[src/rtl/alu_result_capture_pkg.sv]
// Shared definitions for the ALU result return path.
//   ALU_WIDTH  : default result width, matching the 4-bit operand path.
//   FLAGS_W    : width of the ALU flags field.
//   FLAG_CARRY : bit index of the carry flag inside the flags field.
//   FLAG_ZERO  : bit index of the zero flag inside the flags field.
package alu_result_capture_pkg;

  localparam int ALU_WIDTH  = 4;
  localparam int FLAGS_W    = 2;
  localparam int FLAG_CARRY = 1;
  localparam int FLAG_ZERO  = 0;

endpackage : alu_result_capture_pkg

[src/rtl/alu_result_mem.sv]
// Register-array storage for captured ALU results.
// One synchronous write port, one asynchronous (combinational) read port.
// Contents are not reset; only the pointers in the parent qualify them.
//   clk   : write clock
//   we    : write enable
//   waddr : write address
//   wdata : write data ({flags, result})
//   raddr : read address
//   rdata : read data, combinational from raddr
module alu_result_mem #(
  parameter int ENTRY_W = 6,
  parameter int DEPTH   = 4,
  parameter int ADDR_W  = $clog2(DEPTH)
) (
  input  logic               clk,
  input  logic               we,
  input  logic [ADDR_W-1:0]  waddr,
  input  logic [ENTRY_W-1:0] wdata,
  input  logic [ADDR_W-1:0]  raddr,
  output logic [ENTRY_W-1:0] rdata
);

  logic [ENTRY_W-1:0] mem [DEPTH];

  always_ff @(posedge clk) begin
    if (we) begin
      mem[waddr] <= wdata;
    end
  end

  assign rdata = mem[raddr];

endmodule : alu_result_mem

[src/rtl/alu_result_capture.sv]
// Collects ALU results and flags into a small FIFO and presents the oldest
// entry to the downstream consumer under an enable/accept handshake. Data
// outputs are forced to zero whenever no entry is presented.
//   clk          : clock
//   rst          : asynchronous active-high reset
//   in_valid     : ALU result valid this cycle
//   in_result    : ALU result data
//   in_flags     : ALU flags, [1]=carry, [0]=zero
//   in_ready     : block can accept a push (not full)
//   out_en       : consumer accepts the presented entry
//   out_valid    : head entry is presented (not empty)
//   out_result   : head result, zero when out_valid=0
//   out_flags    : head flags, zero when out_valid=0
//   count        : number of stored entries
//   err_clr      : synchronous clear of overflow_err
//   overflow_err : sticky, set when in_valid arrives while full
module alu_result_capture
  import alu_result_capture_pkg::*;
#(
  parameter int WIDTH = ALU_WIDTH,
  parameter int DEPTH = 4
) (
  input  logic                       clk,
  input  logic                       rst,
  input  logic                       in_valid,
  input  logic [WIDTH-1:0]           in_result,
  input  logic [FLAGS_W-1:0]         in_flags,
  output logic                       in_ready,
  input  logic                       out_en,
  output logic                       out_valid,
  output logic [WIDTH-1:0]           out_result,
  output logic [FLAGS_W-1:0]         out_flags,
  output logic [$clog2(DEPTH):0]     count,
  input  logic                       err_clr,
  output logic                       overflow_err
);

  localparam int PTR_W   = $clog2(DEPTH);
  localparam int CNT_W   = PTR_W + 1;
  localparam int ENTRY_W = WIDTH + FLAGS_W;
  localparam logic [CNT_W-1:0] FULL_CNT = CNT_W'(DEPTH);

  logic [PTR_W-1:0]   wr_ptr;
  logic [PTR_W-1:0]   rd_ptr;
  logic [ENTRY_W-1:0] head;
  logic               push;
  logic               pop;
  logic               drop;

  // Full/empty come from count alone, so ready never depends on out_en:
  // a pop in the same cycle as a full-state push does not rescue the push.
  assign in_ready  = (count != FULL_CNT);
  assign out_valid = (count != '0);

  assign push = in_valid && in_ready;
  assign pop  = out_valid && out_en;
  assign drop = in_valid && !in_ready;

  alu_result_mem #(
    .ENTRY_W (ENTRY_W),
    .DEPTH   (DEPTH),
    .ADDR_W  (PTR_W)
  ) u_mem (
    .clk   (clk),
    .we    (push),
    .waddr (wr_ptr),
    .wdata ({in_flags, in_result}),
    .raddr (rd_ptr),
    .rdata (head)
  );

  // Pointer and occupancy state
  always_ff @(posedge clk or posedge rst) begin
    if (rst) begin
      wr_ptr <= '0;
      rd_ptr <= '0;
      count  <= '0;
    end else begin
      if (push) begin
        wr_ptr <= wr_ptr + 1'b1;
      end
      if (pop) begin
        rd_ptr <= rd_ptr + 1'b1;
      end
      // push is already blocked when full and pop when empty, so the
      // count stays within 0..DEPTH without extra clamping.
      unique case ({push, pop})
        2'b10:   count <= count + 1'b1;
        2'b01:   count <= count - 1'b1;
        default: count <= count;
      endcase
    end
  end

  // Sticky overflow flag; a new drop in the clearing cycle keeps it set.
  always_ff @(posedge clk or posedge rst) begin
    if (rst) begin
      overflow_err <= 1'b0;
    end else if (drop) begin
      overflow_err <= 1'b1;
    end else if (err_clr) begin
      overflow_err <= 1'b0;
    end
  end

  // Output gating: zeros whenever nothing is presented
  assign out_result = head[WIDTH-1:0] & {WIDTH{out_valid}};
  assign out_flags  = head[ENTRY_W-1:WIDTH] & {FLAGS_W{out_valid}};

endmodule : alu_result_capture

[config.mk]
export PLATFORM = sky130hd
export DESIGN_NAME = alu_result_capture
export DESIGN_NICKNAME = d
export VERILOG_FILES = /design/src/rtl/alu_result_capture_pkg.sv /design/src/rtl/alu_result_mem.sv /design/src/rtl/alu_result_capture.sv
export SDC_FILE = /design/constraint.sdc
export NUM_CORES = 1
export LEC_CHECK = 0
export ABC_AREA = 0
export BUFFER_PORTS_ARGS = -buffer_cell sky130_fd_sc_hd__buf_2
export CAP_MARGIN = 25
export CELL_PAD_IN_SITES_DETAIL_PLACEMENT = 2
export CELL_PAD_IN_SITES_GLOBAL_PLACEMENT = 2
export CORE_MARGIN = 2
export CORE_UTILIZATION = 30
export DETAILED_ROUTE_END_ITERATION = 12
export PLACE_DENSITY = 0.74
export SYNTH_ARGS = -nofsm -noshare
export SYNTH_HDL_FRONTEND = slang
export SYNTH_HIERARCHICAL = 1
export SYNTH_SLANG_ARGS = --single-unit
[constraint.sdc]
create_clock -name clk -period 3.5 [get_ports clk]
set_clock_uncertainty 0.2 [all_clocks]
set_input_delay 0.35 -clock clk [delete_from_list [all_inputs] [get_ports clk]]
set_output_delay 0.35 -clock clk [all_outputs]
set_load 0.03 [all_outputs]
=== Word level (Yosys, flattened, before mapping) ===
Memories as Yosys holds them, arrays and structs flattened.
Index checks and enable logic that the tools add are counted.

* Add/subtract/negate cells: 4
* Equality and inequality tests: 3
* Muxes and demuxes: 5
* Bitwise operators: 2
* Reductions and logical operators: 7

{| class="wikitable"
|+ Operators with widths
! kind !! number
|-
| 3-bit one-hot mux with 2 select lines || 1
|-
| 2-bit by 1-bit adder with 2-bit output (second input constant) || 2
|-
| 4-bit AND || 1
|-
| 1-bit two-way mux || 4
|-
| 2-bit nonzero test || 2
|-
| 3-bit by 1-bit adder with 3-bit output (second input constant) || 1
|-
| 1-bit logical AND || 3
|-
| 3-bit inequality test (second input constant) || 1
|-
| 3-bit nonzero test || 1
|-
| 3-bit by 1-bit subtractor with 3-bit output (second input constant) || 1
|-
| 2-bit AND || 1
|-
| 2-bit by 1-bit == test with 1-bit output (second input constant) || 1
|-
| 2-bit == test (second input constant) || 1
|-
| 1-bit logical NOT || 1
|}

* Register bits: 8
* Memory bits (writable): 24
* Input bits: 11
* Output and inout port bits: 12
* Word-level logic and storage cells: 26
* Memories kept: 1

{| class="wikitable"
|+ Memories
! name !! depth !! width !! rd ports !! clocked after Yosys merged registers in !! write ports !! RTL line !! text
|-
| u_mem.mem || 4 || 6 || 1 || 0 || 1 || alu_result_mem.sv:23 || <nowiki>logic [ENTRY_W-1:0] mem [DEPTH];</nowiki>
|}

=== Logic depth before layout (Yosys ltp) ===
Gate-level depths: netlist (run 1).

* Depth in word-level cells: 4
* Gate-level depth with buffers: 9
* Mapped depth without buffers: 8

=== Cells and area by module ===
The synthesis (run 1) kept the hierarchy.

{| class="wikitable"
|+ Modules (own cells, without submodules)
! module !! instances !! cells an instance !! area each (um^2) !! sequential area each (um^2)
|-
| alu_result_mem || 1 || 35 || 898.4 || 720.7
|-
| alu_result_capture || 1 || 40 || 429.2 || 200.2
|}

=== Worst setup path before layout (run 1) ===
No wires, ideal clock.

* Path kind: flip-flop to flip-flop
* From: reg count[0]
* To: reg count[2]
* Setup time: 80 ps
* Data arrival time: 2259 ps
* Required time: 3220 ps
* Slack: 961 ps
* Cell stages (with the launch flop): 9
* Buffers on the path: 0
* Clock period less this slack: 2539 ps
* Cells stage by stage: dfrtp_1 or3b_2 nand2_2 ha_1 inv_1 fa_1 xor2_1 nor2_1 xor2_1

* Cells in the longest elaborated chain, start to end: 4
* Elaborated cells between the ends (all ways): 10
* Those cells by class: 2 x add/sub; 3 x eq/ne; 1 x mux; 4 x reduce/logical

{| class="wikitable"
|+ RTL lines
! item !! RTL line !! text
|-
| from (decl) || alu_result_capture.sv:33 || <nowiki>output logic [$clog2(DEPTH):0] count,</nowiki>
|-
| from (signal assigned) || alu_result_capture.sv:88 || <nowiki>2'b10: count <= count + 1'b1;</nowiki>
|-
| from (signal assigned) || alu_result_capture.sv:89 || <nowiki>2'b01: count <= count - 1'b1;</nowiki>
|-
| from (signal assigned) || alu_result_capture.sv:90 || <nowiki>default: count <= count;</nowiki>
|-
| 3-bit inequality test (*) || alu_result_capture.sv:52 || <nowiki>assign in_ready = (count != FULL_CNT);</nowiki>
|-
| via in_ready || alu_result_capture.sv:28 || <nowiki>output logic in_ready,</nowiki>
|-
| 1-bit logical AND (*) || alu_result_capture.sv:55 || <nowiki>assign push = in_valid && in_ready;</nowiki>
|-
| 2-bit by 1-bit == test with 1-bit output / 2-bit == test (equally long branches) || alu_result_capture.sv:87 || <nowiki>unique case ({push, pop})</nowiki>
|-
| 3-bit one-hot mux with 2 select lines / 2-bit nonzero test (equally long branches) || - ||
|}

Mark *: on every way through the listed nets, which the timed path passes. The rest lies on a longest branch.
A chain may end at the register's enable or synchronous reset.

=== Worst setup path in the final report (run 1) ===
* From: reg count[0]
* To: reg count[2]

* Cells in the longest elaborated chain, start to end: 4
* Elaborated cells between the ends (all ways): 10
* Those cells by class: 2 x add/sub; 3 x eq/ne; 1 x mux; 4 x reduce/logical

{| class="wikitable"
|+ RTL lines
! item !! RTL line
|-
| 3-bit inequality test / 3-bit nonzero test (equally long branches) || alu_result_capture.sv:52, alu_result_capture.sv:53
|-
| 1-bit logical AND, on equally long branches || alu_result_capture.sv:55, alu_result_capture.sv:56
|-
| 2-bit by 1-bit == test with 1-bit output / 2-bit == test (equally long branches) || alu_result_capture.sv:87
|-
| 3-bit one-hot mux with 2 select lines / 2-bit nonzero test (equally long branches) || -
|}

Several ways; a longest one is shown, not always the timed one.

==> impl_metrics.json, run 1 <==
{
  "clock_path_buffers": 2,
  "grt_max_degree": 11,
  "clk_pin_slew_worst_paths_ps": 60,
  "routed.top_layer": "met4",
  "fillers": 436,
  "hold_path.class": "in -> reg",
  "die_y_um": 70.5,
  "finalNonFillerCells": 157,
  "place_inst": 148,
  "synth_cell_types": 21,
  "wl_met3_um": 99,
  "outcome": "completed",
  "die_w_um": 70.5,
  "area_growth_pct": 18.8,
  "cp_max_fo": 5,
  "tightestPinTransition_ps": 465,
  "grt_pass1_wl_mm": 4.37,
  "path_cells": "or3b_2 > nand2_2 > ha_1 > inv_1 > fa_1 > xor2_1 > nor2_1 > xor2_1",
  "setup_viol": 0,
  "ctsResizeCount": 0,
  "synth_seq_area_share_pct": 69.4,
  "reg2reg_slack_ps": 1060,
  "final_common_cell": "edfxtp_1",
  "synth_area_leader_cell": "edfxtp_1",
  "grt_antenna_before_repair": 0,
  "cts_setup_buffers": 0,
  "nets": 117,
  "met1_length_um": 954,
  "wirelength_mm": 2.69,
  "gp_congestion": 0.634,
  "yosysTopAreaCellShare_pct": 54.3,
  "drive_gt1_share_pct": 35.2,
  "rsz0062_at_grt": "no",
  "required_ps": 3500,
  "slew-limit-headroom_pct": 69.0,
  "maxCapViolCount": 0,
  "crit_family": "simple AND/OR/NAND/NOR gates",
  "cts_buffers": 5,
  "cts_tree": "built",
  "core_um2": 4290,
  "path_buf_inv": 1,
  "synth-edff-count": 24,
  "multi_input_area_um2": 358,
  "powerDensity_nw_per_um2": 940,
  "vias": 713,
  "async_flop_share_pct": 25.0,
  "viasPerCell": 4.54,
  "vdd_drop_max_uv": 208,
  "place_hpwl_mm": 1.92,
  "portBuffers": 22,
  "final_cell_mix": "24 x edfxtp_1, 22 x buf_2, 8 x dfrtp_1",
  "grt_usage_pct": 12.7,
  "p_leak_nw": 0.619,
  "synth_area_per_cell_um2": 17.7,
  "fmax_ghz": 0.411,
  "fin_crit_ps": 2440,
  "hold_ws_ps": 71.1,
  "period_share_pct": 69.6,
  "slew_viol_final": 0,
  "synth_nets": 88,
  "cts_sinks": 32,
  "hold_viol": 0,
  "path_class": "reg -> reg",
  "first_pass_iters": 2,
  "wl_per_cell_um": 17.1,
  "place_area_um2": 1490,
  "htreeDepth": 2,
  "crit_path_end_kind": "flip-flop",
  "startpoint_type": "flip-flop",
  "cpPeakStageDelay_ps": 540,
  "io_pins": 23,
  "ant_nets": 0,
  "root_buffer": "clkbuf_8",
  "synth.area.top_cells": "edfxtp_1 54%, dfrtp_1 15%, mux4_2 10%",
  "diodes": 0,
  "dieArea_um2": 4970,
  "finalSetupTns_ps": 0,
  "start_util_pct": 30.9,
  "met2_wirelength_mm": 1.56,
  "ys.flop_type": "edfxtp_1",
  "drtIter0Drc": 26,
  "yosysWarnings": 6,
  "design_area_um2": 1580,
  "cp_slowest_cell": "or3b_2",
  "clock_latency_ps": 280,
  "syn_area_um2": 1330,
  "crit_arrival_ps": 2440,
  "grt_pass1_vias": 793,
  "syn_inst": 75,
  "seqCellArea_um2": 921,
  "placementRows": 24,
  "critPathMostFrequentCell": "xor2_1",
  "globalRouteOverflowTotal": 0,
  "ys_ff_latch": 32,
  "drc_errors": 0
}
==> metal layers <==
| layer | track usage (%) | vias to the layer above |
|---|---|---|
| met5 | 0 | - |
| met4 | 7.69 | 0 |
| met3 | 4.47 | 7 |
| met2 | 22.4 | 12 |
| met1 | 12.7 | 366 |
| li1 | - | 328 |
==> power breakdown <==
group / internal, mW / switching, mW
logic: 0.245 / 0.360
clock network: 0.135 / 0.126
registers: 0.520 / 0.0963
total: 0.900 / 0.582
==> Yosys cell counts (all sizes together) (2+ instances only) <==
library cell	instances
and2	7
mux4	6
xnor2	4
buf	2
inv	7
and3b	2
nand3	2
edfxtp	24
xor2	3
dfrtp	8
==> what timing repair did <==
action / CTS / global route
hold buffers: 1 / 0
setup endpoints to repair: 0 / 0
endpoints found under the hold margin: 8 / 0
==> logic make-up after synthesis <==
kind of cell    Yosys count  share of synthesized area (%)
compound gates            1                          0.472
xor+xnor                  7                           4.62
fa+ha+maj                 2                           2.45
buf+inv                   9                           3.68
flops                    32                           69.4
mux                       7                           10.9
simple gates             17                           8.48
==> final cells by class <==
class	count	area share, %
timing repair buffer	24	8.09
clock buffer	6	4.60
clock inverter	2	0.476
sequential	32	58.4
multi-input combinational	34	22.7
tap	52	4.12
inverter	7	1.67
==> metrics by stage <==
stage,power (mW),utilization (%),setup slack [ps]
2_1_floorplan,1.07,-,961
3_3_place_gp,1.20,34.6,1190
3_5_place_dp,1.24,34.6,1090
4_1_cts,1.51,36.7,1050
5_1_grt,1.57,36.7,925
6_report,1.48,36.7,1060
==> worst paths after layout <==
check | cells past startpoint | endpoint | from
min in group asynchronous | 3 | count[0] | rst
max reg2reg | 8 | count[2] | count[0]
min | 2 | overflow_err | err_clr
max in group asynchronous | 3 | rd_ptr[0] | rst
max | 8 | count[2] | count[0]
min reg2reg | 1 | count[2] | count[2]
==> sequential cells by signal, indices dropped and copies added (netlist names) <==
register,flops
count,3
overflow_err,1
rd_ptr,2
wr_ptr,2
u_mem/mem,24
(Power assumes the default switching activity.)
==> run 2, diff against run 1 <==
--- a/config.mk
+++ b/config.mk
@@ -5,7 +5,7 @@
 export SDC_FILE = /design/constraint.sdc
 export NUM_CORES = 1
 export LEC_CHECK = 0
-export ABC_AREA = 0
+export ABC_AREA = 1
 export BUFFER_PORTS_ARGS = -buffer_cell sky130_fd_sc_hd__buf_2
 export CAP_MARGIN = 25
 export CELL_PAD_IN_SITES_DETAIL_PLACEMENT = 2
@@ -13,7 +13,7 @@
 export CORE_MARGIN = 2
 export CORE_UTILIZATION = 30
 export DETAILED_ROUTE_END_ITERATION = 12
-export PLACE_DENSITY = 0.74
+export PLACE_DENSITY = 0.82
 export SYNTH_ARGS = -nofsm -noshare
 export SYNTH_HDL_FRONTEND = slang
 export SYNTH_HIERARCHICAL = 1
==> constraint.sdc (replaced) <==
create_clock -name clk -period 2.5 [get_ports clk]
set_clock_uncertainty 0.2 [all_clocks]
set_input_delay 0.25 -clock clk [delete_from_list [all_inputs] [get_ports clk]]
set_output_delay 0.25 -clock clk [all_outputs]
set_load 0.03 [all_outputs]
==> impl_metrics.json, run 2 <==
{
  "switchingPower_mw": 1.05,
  "rsz0062_at_grt": "no",
  "period_share_pct": 82.8,
  "pwr-share-comb_pct": 48.3,
  "crit_arrival_ps": 2050,
  "largest_reg_flops": 24,
  "hold_viol": 0,
  "htreeDepth": 2,
  "hold_path.class": "in -> reg",
  "outcome": "completed",
  "async_flop_share_pct": 25.0,
  "globalRouteOverflowTotal": 0,
  "cpPeakStageDelay_ps": 440,
  "crit_family": "simple AND/OR/NAND/NOR gates",
  "required_ps": 2480,
  "finalSetupTns_ps": 0,
  "synth_area_leader_cell": "edfxtp_1",
  "clockPowerShare_pct": 15.8,
  "reg.largest.list": "u_mem/mem (24), count (3)",
  "synth-edff-count": 24,
  "drtIter0Drc": 29,
  "crit_cells": 10,
  "critPathMostFrequentCell": "nand2_1",
  "path_cells": "nor2_4 > nand2_2 > nand2_4 > ha_1 > inv_1 > fa_1 > nand2_1 > nand3_1 > nand2_1 > nand2_1",
  "viasPerCell": 4.23,
  "crit_path_end_kind": "flip-flop",
  "core_um2": 5040,
  "top_register": "u_mem/mem",
  "cts_setup_buffers": 0,
  "yosysTopAreaCellShare_pct": 46.8,
  "gp_congestion": 0.698,
  "vdd_drop_max_uv": 537,
  "powerDensity_nw_per_um2": 1210,
  "grt_pass1_wl_mm": 5.73,
  "synth.area.top_cells": "edfxtp_1 47%, dfrtp_1 13%, inv_1 11%",
  "dieArea_um2": 5720,
  "fillers": 573,
  "fin_crit_ps": 2070,
  "placementRows": 26,
  "ant_nets": 0,
  "vias": 1179,
  "grt_usage_pct": 14.1,
  "synth_area_per_cell_um2": 9.17,
  "p_leak_nw": 0.973,
  "wirelength_mm": 3.44,
  "die_y_um": 75.7,
  "r2r_cells": 10,
  "final_cell_mix": "46 x inv_1, 46 x nand2_1, 24 x edfxtp_1",
  "place_hpwl_mm": 2.53,
  "p_int_mw": 1.27,
  "clock_latency_ps": 280,
  "slew_viol_final": 0,
  "clk_pin_slew_worst_paths_ps": 70,
  "ys.flop_type": "edfxtp_1",
  "startpoint_type": "flip-flop",
  "root_buffer": "clkbuf_8",
  "slew-limit-headroom_pct": 76.9,
  "setup_viol": 0,
  "synth_cell_types": 19,
  "io_pins": 23,
  "synth_seq_area_share_pct": 59.8,
  "rr_endpoint": "count[2]",
  "syn_area_um2": 1540,
  "die_w_um": 75.7,
  "cts_sinks": 32,
  "reg2reg_slack_ps": 430,
  "fmax_ghz": 0.483,
  "portBuffers": 22,
  "crit_end": "count[2]",
  "nets": 221,
  "r2r-start": "count[0]",
  "diodes": 0,
  "grt_max_degree": 16,
  "place_area_um2": 1760,
  "cts_tree": "built",
  "tightestPinTransition_ps": 347,
  "clock_path_buffers": 2,
  "wl_per_cell_um": 12.3,
  "seq_power_share_pct": 35.9,
  "area_growth_pct": 24.6,
  "drc_errors": 0,
  "switching_share_pct": 45.4,
  "cp_slowest_cell": "dfrtp_1",
  "first_pass_iters": 4,
  "yosysWarnings": 6,
  "ys_ff_latch": 32,
  "grt_antenna_before_repair": 0,
  "syn_inst": 168,
  "start_util_pct": 30.5,
  "design_area_um2": 1920,
  "drive_gt1_share_pct": 20.1,
  "synth_nets": 181,
  "cp-startpoint": "count[0]",
  "maxCapViolCount": 0,
  "ys_top_cells_by_count": "46 x inv_1, 46 x nand2_1, 24 x edfxtp_1",
  "cts_buffers": 5,
  "cp_max_fo": 5,
  "path_buf_inv": 1,
  "grt_pass1_vias": 1188,
  "path_class": "reg -> reg"
}
[run 2: cell types whose count changed after synthesis, sizes merged, moves of 2 or more]
cell	change
nand3b	+4
and3b	-2
nor2	+6
and2	-7
mux4	-6
nor3	+4
xor2	-3
nand3	+12
nand2	+50
inv	+41
o21ai	+2
xnor2	-3
[run 2: worst min-delay path by stage]
stage	to	slack (ps)	cells after the start	from
floorplan	count[0]	-130	1	rst
global placement	count[0]	30	2	rst
detailed placement	count[2]	30	2	rst
CTS	wr_ptr[0]	70	3	in_valid
global route	wr_ptr[0]	90	3	in_valid
finish	wr_ptr[0]	70	3	in_valid
[run 2: cells by family after synthesis]
family	share of synthesized area, %
and+or+nand+nor	24.0
xor gates and xnor gates	0.569
DFF	59.8
AOI/OAI and AO/OA	0.650
adders and majority gates	2.11
buffers and inverters	12.9
[run 2: power groups by stage]
stage | logic [mW] | registers, mW | clock network, mW
3_3_place_gp | 1.09 | 0.836 | 0
2_1_floorplan | 0.758 | 0.883 | 0
4_1_cts | 1.15 | 0.838 | 0.383
5_1_grt | 1.29 | 0.854 | 0.399
6_report | 1.12 | 0.833 | 0.366
3_5_place_dp | 1.14 | 0.848 | 0
[run 2: cell type report]
cell class / count / area (µm²) / area share, %
timing repair buffer: 35 / 228 / 11.9
clock buffer: 5 / 68.8 / 3.59
inverter: 48 / 180 / 9.39
tap: 70 / 87.6 / 4.56
multi-input combinational: 86 / 420 / 21.9
clock inverter: 3 / 13.8 / 0.717
sequential: 32 / 921 / 48.0
[run 2: repair_timing]
| action | 4_1_cts | 5_1_grt |
|---|---|---|
| resized for setup | 0 | 0 |
| hold endpoints to repair | 33 | 0 |
| hold buffers | 8 | 0 |
[run 2: metrics by stage]
| stage | std cells | worst slack [ps] | hold slack [ps] | power [mW] | utilization (%) |
|---|---|---|---|---|---|
| 2_1_floorplan | 168 | 349 | -134 | 1.64 | - |
| 3_3_place_gp | 263 | 539 | 25.9 | 1.93 | 34.8 |
| 3_5_place_dp | 263 | 430 | 27.7 | 1.99 | 34.8 |
| 4_1_cts | 279 | 398 | 66.7 | 2.37 | 38.1 |
| 5_1_grt | 279 | 238 | 89.2 | 2.54 | 38.1 |
| 6_report | 279 | 431 | 73.5 | 2.32 | 38.1 |
[run 2: layer usage]
| layer | part of all wire [%] | global-route usage (%) | vias to the layer above | wire length, µm |
|---|---|---|---|---|
| met5 | 0 | 0 | - | 0 |
| met4 | 2.4 | 7.02 | 0 | 83 |
| met3 | 2.9 | 3.44 | 9 | 101 |
| met2 | 54 | 24.6 | 19 | 1850 |
| met1 | 41 | 16.1 | 566 | 1400 |
| li1 | - | - | 585 | - |
[run 2: tightest hold or removal path: stages]
cell and delay (ps):
buf_2 130, nand3b_1 90, nand2_1 50
==> run 3, diff against run 2 <==
==> constraint.sdc (replaced) <==
create_clock -name clk -period 2.1 [get_ports clk]
set_clock_uncertainty 0.2 [all_clocks]
set_input_delay 0.21 -clock clk [delete_from_list [all_inputs] [get_ports clk]]
set_output_delay 0.21 -clock clk [all_outputs]
set_load 0.03 [all_outputs]
==> impl_metrics.json, run 3 (synthesized netlist as in run 2, its figures left out) <==
{
  "outcome": "completed",
  "cts_tree": "built",
  "cpPeakStageDelay_ps": 420,
  "p_int_mw": 1.73,
  "critPathMostFrequentCell": "nand2_1",
  "cts_buffers": 5,
  "htreeDepth": 2,
  "clock_path_buffers": 2,
  "dp_slack_ps": -17.7,
  "fmax_ghz": 0.496,
  "crit_arrival_ps": 1990,
  "diodes": 0,
  "wirelength_mm": 3.97,
  "drive_gt1_share_pct": 25.9,
  "path_class": "reg -> reg",
  "first_pass_iters": 4,
  "maxCapViolCount": 0,
  "vdd_drop_max_uv": 592,
  "grt_usage_pct": 16.2,
  "io_pins": 23,
  "rsz0062_at_grt": "yes",
  "nets": 228,
  "core_um2": 5040,
  "grt_pass1_wl_mm": 6.62,
  "root_buffer": "clkbuf_8",
  "setup_viol": 0,
  "hold_path.class": "in -> reg",
  "clock_latency_ps": 280,
  "p_leak_nw": 1.01,
  "period_share_pct": 95.9,
  "switching_share_pct": 43.5,
  "place_inst": 268,
  "crit_family": "simple AND/OR/NAND/NOR gates",
  "fin_crit_ps": 2010,
  "ant_nets": 0,
  "cts_sinks": 32,
  "clockPowerShare_pct": 18.9,
  "final_util_pct": 39.9,
  "reg.largest.list": "u_mem/mem (24), count (3)",
  "gp_congestion": 0.719,
  "globalRouteOverflowTotal": 0,
  "drc_errors": 0,
  "switchingPower_mw": 1.34,
  "viasPerCell": 4.32,
  "slew_viol_final": 0,
  "required_ps": 2080,
  "setup_ws_ps": 85.1,
  "die_w_um": 75.7,
  "startpoint_type": "flip-flop",
  "largest_reg_flops": 24,
  "grt_max_degree": 13,
  "top_register": "u_mem/mem",
  "area_growth_pct": 30.6,
  "crit_path_end_kind": "flip-flop",
  "tightestPinTransition_ps": 919,
  "cp_max_fo": 2,
  "vias": 1236,
  "finalNonFillerCells": 286,
  "start_util_pct": 30.5,
  "wl_per_cell_um": 13.9,
  "path_buf_inv": 2,
  "grt_pass1_vias": 1361,
  "powerDensity_nw_per_um2": 1520,
  "slew-limit-headroom_pct": 38.2,
  "die_y_um": 75.7,
  "dieArea_um2": 5720,
  "path_cells": "nor2_4 > nand2_2 > nand2_4 > buf_4 > ha_2 > inv_1 > fa_2 > nand2_1 > nand3_1 > nand2_1 > nand2_1",
  "seq_power_share_pct": 32.0,
  "portBuffers": 22,
  "place_hpwl_mm": 2.89,
  "clk_pin_slew_worst_paths_ps": 60,
  "pwr-share-comb_pct": 49.0,
  "drtIter0Drc": 48,
  "final_cell_mix": "46 x inv_1, 46 x nand2_1, 24 x edfxtp_1",
  "hold_viol": 0,
  "cp_slowest_cell": "dfrtp_2",
  "placementRows": 26,
  "grt_antenna_before_repair": 0,
  "finalSetupTns_ps": 0
}
==> run 3: final cells by class <==
type                            instances  area, µm²
Fill cell                             560       3030
Sequential cell                        32        926
Multi-Input combinational cell         86        430
Timing Repair Buffer                   42        280
Inverter                               48        180
Tap cell                               70       87.6
Clock buffer                            6       72.6
Clock inverter                          2       35.0
==> run 3: what timing repair did <==
| action | CTS | global route |
|---|---|---|
| cloned | 0 | 0 |
| hold buffers | 8 | 0 |
| endpoints found under the setup margin | 3 | 9 |
| gates resized for setup | 2 | 2 |
| setup buffers | 1 | 1 |
| endpoints found under the hold margin | 33 | 0 |
==> run 3: worst min-delay path, delay by kind of cell <==
family | cells | cell delay [ps]
buffers and inverters | 1 | 120
AND/OR/NAND/NOR | 2 | 130
==> run 3: power groups by stage <==
| stage | combinational [mW] | sequential [mW] | clock, mW |
|---|---|---|---|
| CTS | 1.49 | 0.997 | 0.591 |
| floorplan | 0.902 | 1.06 | 0 |
| detailed placement | 1.45 | 1.01 | 0 |
| finish | 1.50 | 0.983 | 0.581 |
| global placement | 1.38 | 0.997 | 0 |
| global route | 1.70 | 1.01 | 0.617 |
==> run 3: metrics by stage <==
stage	cell area (µm²)	power [mW]	hold slack (ps)
floorplan	1540	1.96	-175
global placement	1800	2.38	-16.1
detailed placement	1800	2.46	-14.0
CTS	2000	3.08	4.42
global route	2010	3.33	20.4
finish	2010	3.07	8.40
==> run 3: path summary, 6_finish.rpt <==
kind,start,to,slack [ps],depth (start not counted)
min,out_en,rd_ptr[0],8,3
min in group asynchronous,rst,overflow_err,240,3
max reg2reg,count[0],count[2],90,11
max in group asynchronous,rst,rd_ptr[0],1180,3
max,count[0],count[2],90,11
min reg2reg,rd_ptr[0],rd_ptr[0],370,2
==> run 3: metal layers <==
| metal | global-route usage (%) | share of wire [%] | vias to the layer above |
|---|---|---|---|
| met3 | 2.38 | 2.2 | 9 |
| li1 | - | - | 600 |
| met4 | 7.60 | 2.7 | 0 |
| met1 | 19.0 | 40 | 608 |
| met2 | 29.1 | 55 | 19 |
| met5 | 0 | 0 | - |
